<file path="config.mk">
export PLATFORM = sky130hd
export DESIGN_NAME = counter_seq_ctrl
export DESIGN_NICKNAME = d
export VERILOG_FILES = /design/src/rtl/counter_seq_pkg.sv /design/src/rtl/counter_core.sv /design/src/rtl/counter_seq_ctrl.sv
export SDC_FILE = /design/constraint.sdc
export NUM_CORES = 1
export LEC_CHECK = 0
export ABC_AREA = 1
export CORE_MARGIN = 1
export CORE_UTILIZATION = 46
export DETAILED_ROUTE_END_ITERATION = 6
export PLACE_DENSITY = 0.83
export RECOVER_POWER = 25
export SKIP_CTS_REPAIR_TIMING = 1
export SLEW_MARGIN = 20
export SYNTH_ARGS = -nofsm -noshare
export SYNTH_HDL_FRONTEND = slang
export SYNTH_SLANG_ARGS = --single-unit
</file>
<file path="constraint.sdc">
create_clock -name CLK -period 1.7 [get_ports CLK]
set_clock_uncertainty 0.2 [all_clocks]
set_input_delay 0.255 -clock CLK [delete_from_list [all_inputs] [get_ports CLK]]
set_output_delay 0.255 -clock CLK [all_outputs]
set_load 0.05 [all_outputs]
</file>
<file path="src/rtl/counter_seq_pkg.sv">
// Shared types and default sizes for the counter sequencer and its counter core.
package counter_seq_pkg;

  localparam int DEF_WIDTH = 3;
  localparam int DEF_LEN_W = 4;

  typedef enum logic [1:0] {
    IDLE = 2'b00,
    RUN  = 2'b01,
    DONE = 2'b10
  } state_t;

endpackage

</file>
<file path="src/rtl/counter_core.sv">
// Wrapping up/down counter with synchronous load; load wins over enable.
module counter_core #(
  parameter int WIDTH = 3
) (
  input  logic             clk,
  input  logic             rst_n,
  input  logic             load,
  input  logic [WIDTH-1:0] load_val,
  input  logic             en,
  input  logic             down,
  output logic [WIDTH-1:0] q
);

  always_ff @(posedge clk or negedge rst_n) begin
    if (!rst_n) begin
      q <= '0;
    end else if (load) begin
      q <= load_val;
    end else if (en) begin
      q <= down ? (q - 1'b1) : (q + 1'b1);
    end
  end

endmodule

</file>
<file path="src/rtl/counter_seq_ctrl.sv">
// Command sequencer: accepts start/len/dir, steps the counter core len times
// (pausable by hold), then pulses done for one cycle.
module counter_seq_ctrl
  import counter_seq_pkg::*;
#(
  parameter int WIDTH = DEF_WIDTH,
  parameter int LEN_W = DEF_LEN_W
) (
  input  logic             CLK,
  input  logic             RESET_N,
  input  logic             cmd_valid,
  output logic             cmd_ready,
  input  logic [WIDTH-1:0] cmd_start,
  input  logic [LEN_W-1:0] cmd_len,
  input  logic             cmd_down,
  input  logic             hold,
  output logic [WIDTH-1:0] out,
  output logic             busy,
  output logic             done
);

  state_t           state, state_nxt;
  logic [LEN_W-1:0] remaining;
  logic             dir;
  logic             fire;
  logic             step;

  always_ff @(posedge CLK or negedge RESET_N) begin
    if (!RESET_N) begin
      state     <= IDLE;
      remaining <= '0;
      dir       <= 1'b0;
    end else begin
      state <= state_nxt;
      if (fire) begin
        remaining <= cmd_len;
        dir       <= cmd_down;
      end else if (step) begin
        remaining <= remaining - 1'b1;
      end
    end
  end

  // Any encoding other than RUN/DONE (including 2'b11) behaves as IDLE.
  always_comb begin
    state_nxt = IDLE;
    cmd_ready = 1'b0;
    busy      = 1'b0;
    done      = 1'b0;
    fire      = 1'b0;
    step      = 1'b0;
    case (state)
      RUN: begin
        busy      = 1'b1;
        step      = !hold;
        state_nxt = RUN;
        if (step && remaining == LEN_W'(1)) state_nxt = DONE;
      end
      DONE: begin
        done      = 1'b1;
        state_nxt = IDLE;
      end
      default: begin
        cmd_ready = 1'b1;
        fire      = cmd_valid;
        state_nxt = IDLE;
        if (fire) state_nxt = (cmd_len != '0) ? RUN : DONE;
      end
    endcase
  end

  counter_core #(
    .WIDTH(WIDTH)
  ) u_core (
    .clk      (CLK),
    .rst_n    (RESET_N),
    .load     (fire),
    .load_val (cmd_start),
    .en       (step),
    .down     (dir),
    .q        (out)
  );

endmodule

</file>
# Yosys cells after proc, flatten, opt, wreduce, memory -nomap -nowiden
# Cells that the tools add are included.
# word_totals
regBits,10
in_bits,12
out_inout_bits,6
# op_classes
add_sub_neg,3
n_eq_ne,3
muxes,14
n_reduce_logical,5
# ops
cell,n
3-bit two-way mux,3
4-bit two-way mux,2
2-bit two-way mux,3
1-bit two-way mux,5
4-bit by 1-bit equality test with 1-bit output (second input constant),1
2-bit case mux with 2 select lines,1
4-bit nonzero test,1
4-bit by 1-bit subtractor with 4-bit output (second input constant),1
3-bit by 1-bit adder with 3-bit output (second input constant),1
3-bit by 1-bit subtractor with 3-bit output (second input constant),1
2-bit by 1-bit equality test with 1-bit output (second input constant),1
2-bit equality test (second input constant),1
2-bit nonzero test,1
2-bit OR reduction,1
1-bit logical AND,1
1-bit logical NOT,1

# Logic depth before layout (Yosys ltp)
# logic_depth
word_depth,4
ltp_mapped,8
mapped_depth_nobuf,8

# Hierarchy
# A second synthesis with hierarchy kept.
# unflattened
cells_unflattened,92
area_unflattened_um2,653.1
# modules_own_cells
module,instances,cells_per_inst,area_each_um2,seq_area_each_um2
counter_seq_ctrl,1,65,455.4,175.2
counter_core,1,27,197.7,75.1

# Worst setup path before layout
# OpenSTA, ideal clock, no wires.
# synth_path
path_kind,register -> register
startpoint,reg u_core.q[0]
endpoint,reg u_core.q[2]
arrival_time_ns,1.598
t_required_ns,1.382
path_slack_ns,-0.216
stages_incl_launch_ff,9
n_path_buf,0
period_less_slack_ns,1.916
path_cell_list,dfrtp_1 > inv_1 > fa_1 > nand2_1 > inv_1 > nor2_1 > nand2_1 > nand3_1 > nand2_1
# synth_between
elab_chain_cells,4
word_cells_on_any_way,5
classes_between,add/sub: 2; mux: 3
# synth_rtl
item,line,rtl
from (decl),counter_core.sv:11,output logic [WIDTH-1:0] q
from (signal assigned),counter_core.sv:18,q <= load_val;
from (signal assigned),counter_core.sv:20,q <= down ? (q - 1'b1) : (q + 1'b1);
3-bit by 1-bit adder with 3-bit output / 3-bit by 1-bit subtractor with 3-bit output (equally long branches),counter_core.sv:20,
3-bit two-way mux *,counter_core.sv:20,
3-bit two-way mux *,counter_core.sv:19,end else if (en) begin
3-bit two-way mux *,counter_core.sv:17,end else if (load) begin
# Mark *: on every way between the ends. The rest lies on a longest branch, timed or not. The select of a mux whose other input is x is not followed.
# A chain may end at the register's enable or synchronous reset.

# Worst setup path after layout
# layout_path
startpoint,reg state[0]
endpoint,out cmd_ready
# layout_between
elab_chain_cells,3
word_cells_on_any_way,4
classes_between,eq/ne: 2; mux: 1; reduce/logical: 1
# layout_rtl
item,line,rtl
from (decl),counter_seq_ctrl.sv:22,"state_t state, state_nxt;"
from (signal assigned),counter_seq_ctrl.sv:34,state <= state_nxt;
2-bit equality test / 2-bit by 1-bit equality test with 1-bit output (equally long branches),counter_seq_ctrl.sv:52,case (state)
2-bit OR reduction (no source line) *,--,
1-bit two-way mux *,counter_seq_ctrl.sv:52,
to (decl),counter_seq_ctrl.sv:12,"output logic cmd_ready,"
# Mark *: on every way between the ends. The rest lies on a longest branch, timed or not.

==> impl_metrics.json <==
{
  "status": "finished clean",
  "antenna_cells": 0,
  "fin_crit_sh_pct": 95.2,
  "place_ws_ns": 0.0337,
  "via_per_inst": 4.94,
  "drc_errors": 0,
  "grt_most_used_layer": "met2",
  "setup_ws_ns": 0.0819,
  "cp_max_fo": 6,
  "ios": 18,
  "grt_pass1_vias": 574,
  "ys_ff_latch": 10,
  "peakVddDrop_v": 0.00125,
  "dp.cells": 121,
  "cts_tree": "built",
  "antenna_found_initial": 0,
  "gr-usage-met2_pct": 37.9,
  "p_leak_uw": 0.000484,
  "worstHoldPathType": "in2async",
  "worstPathArrival_ns": 1.16,
  "clk_pin_slew_ns": 0.07,
  "grt_overflow": 0,
  "yosys_warnings": 0,
  "drv_slew": 0,
  "synth.area.top_cells": "dfrtp_1 (38%), nand2_1 (15%), ha_1 (7.5%)",
  "final_cell_mix": "nand2_1 (27), inv_1 (13), clkdlybuf4s50_1 (10)",
  "start_kind": "flop",
  "routedWlPerCell_um": 11.7,
  "final-hold-violation-count": 0,
  "cap_violations": 0,
  "drive_above_1_share_pct": 22.5,
  "grt_max_degree": 11,
  "htree_levels": 1,
  "tns_ns": 0,
  "cts_sinks": 10,
  "start_util_pct": 50.5,
  "synth_cell_types": 19,
  "synth-seq-area-share_pct": 37.6,
  "synthCells": 89,
  "routabilityCongestion": 0.772,
  "synth_area_leader_cell": "dfrtp_1",
  "drt_iter0_markers": 9,
  "clockBufferDepth": 2,
  "vias": 623,
  "setup_viol": 0,
  "final_common_cell": "nand2_1",
  "netlist_area_um2": 666,
  "first_pass_iters": 4,
  "use_met3_pct": 3.33,
  "drt-total-wl_um": 1480,
  "dieArea_um2": 1600,
  "worst_pin_slew_ns": 0.458,
  "post-route-cell-area_um2": 968,
  "fp-row-count": 13,
  "die_width_um": 40.0,
  "place_area_um2": 922,
  "area.growth.synth_to_final_pct": 45.5,
  "clock-root-buffer": "clkbuf_4",
  "clock_latency_ns": 0.27,
  "hpwl_um": 1190,
  "rsz0062_at_grt": "false",
  "end_kind": "primary output",
  "port_buffers": 17,
  "grt_usage_pct": 23.7,
  "critical_path_class": "reg2out",
  "holdWs_ns": 0.162,
  "stdcell_count": 126,
  "die_y_um": 40.0,
  "ant_nets": 0,
  "relSlewSlack_pct": 69.4,
  "finalCriticalPeriod_ns": 1.62,
  "core_area_um2": 1320,
  "cellPowerDensity_nw_per_um2": 1960,
  "cp_data_required_time_ns": 1.24,
  "synth_nets": 106,
  "met1_usage_pct": 28.5,
  "max_freq_mhz": 618,
  "synth_top_area_share_pct": 37.6,
  "avgSynthCellArea_um2": 7.48,
  "cts_made_buffers": 3,
  "n_fill_cell": 92,
  "grt_pass1_wl_um": 2360,
  "nNetsFinal": 129
}
logic make-up (layout without fill, tap and decap cells):
kind of cell               Yosys count  count (layout)  share of synthesized area [%]
and+or+nand+nor                     49              49                           33.6
buffers and inverters               17              39                           9.96
DFF                                 10              10                           37.6
AOI/OAI and AO/OA                    7               7                           6.95
adders and majority gates            5               5                           10.5
xor gates and xnor gates             1               1                           1.32
flip-flops by register name, summed over array words and instances (netlist names):
register	flops
remaining	4
u_core.q	3
dir	1
state	2
critical path, cell delays in order, from the launching register on:
cell and delay [ns]:
dfrtp_1 0.36, inv_1 0.08, ha_4 0.32, buf_12 0.14
final cells by class:
| class | instances | area (um2) | area share (%) |
|---|---|---|---|
| clock buffer | 4 | 26.3 | 2.71 |
| multi-input combinational | 62 | 367 | 37.9 |
| tap | 15 | 18.8 | 1.94 |
| inverter | 17 | 66.3 | 6.85 |
| sequential | 10 | 253 | 26.1 |
| timing repair buffer | 18 | 238 | 24.5 |
per-layer routing:
metal,routed length [um],share of wire [%]
met1,628,42
met2,729,49
met5,0,0
met3,75,5.1
met4,45,3.0
through the flow:
stage               util (%)  total power, uW
floorplan                  -             1230
global placement        70.0             1640
detailed placement      70.0             1680
CTS                     72.0             1860
global route            73.5             2060
finish                  73.5             1900
power breakdown:
group	switching, uW	internal, uW
Sequential	92.1	353
Combinational	722	550
Clock	88.2	90.9
Total	902	994
final timing paths:
| path | startpoint | end | slack (ns) | depth (start not counted) |
|---|---|---|---|---|
| worst min-delay path | RESET_N | u_core.q[2] | 0.16 | 1 |
| max in group asynchronous | RESET_N | u_core.q[1] | 0.80 | 1 |
| worst max register to register | u_core.q[1] | u_core.q[2] | 0.14 | 8 |
| worst max-delay path | state[0] | cmd_ready | 0.08 | 3 |
| min in group CLK | remaining[1] | remaining[1] | 0.32 | 2 |
| worst min register to register | remaining[1] | remaining[1] | 0.32 | 2 |
synthesized netlist by cell type, drive strengths merged:
master / count
nor2: 9
dfrtp: 10
inv: 17
ha: 4
nand3: 8
a21oi: 3
fa: 1
xor2: 1
o22ai: 2
nand2: 30
o211ai: 2
nand4: 2
No activity file was read; power rests on OpenSTA's default activity.
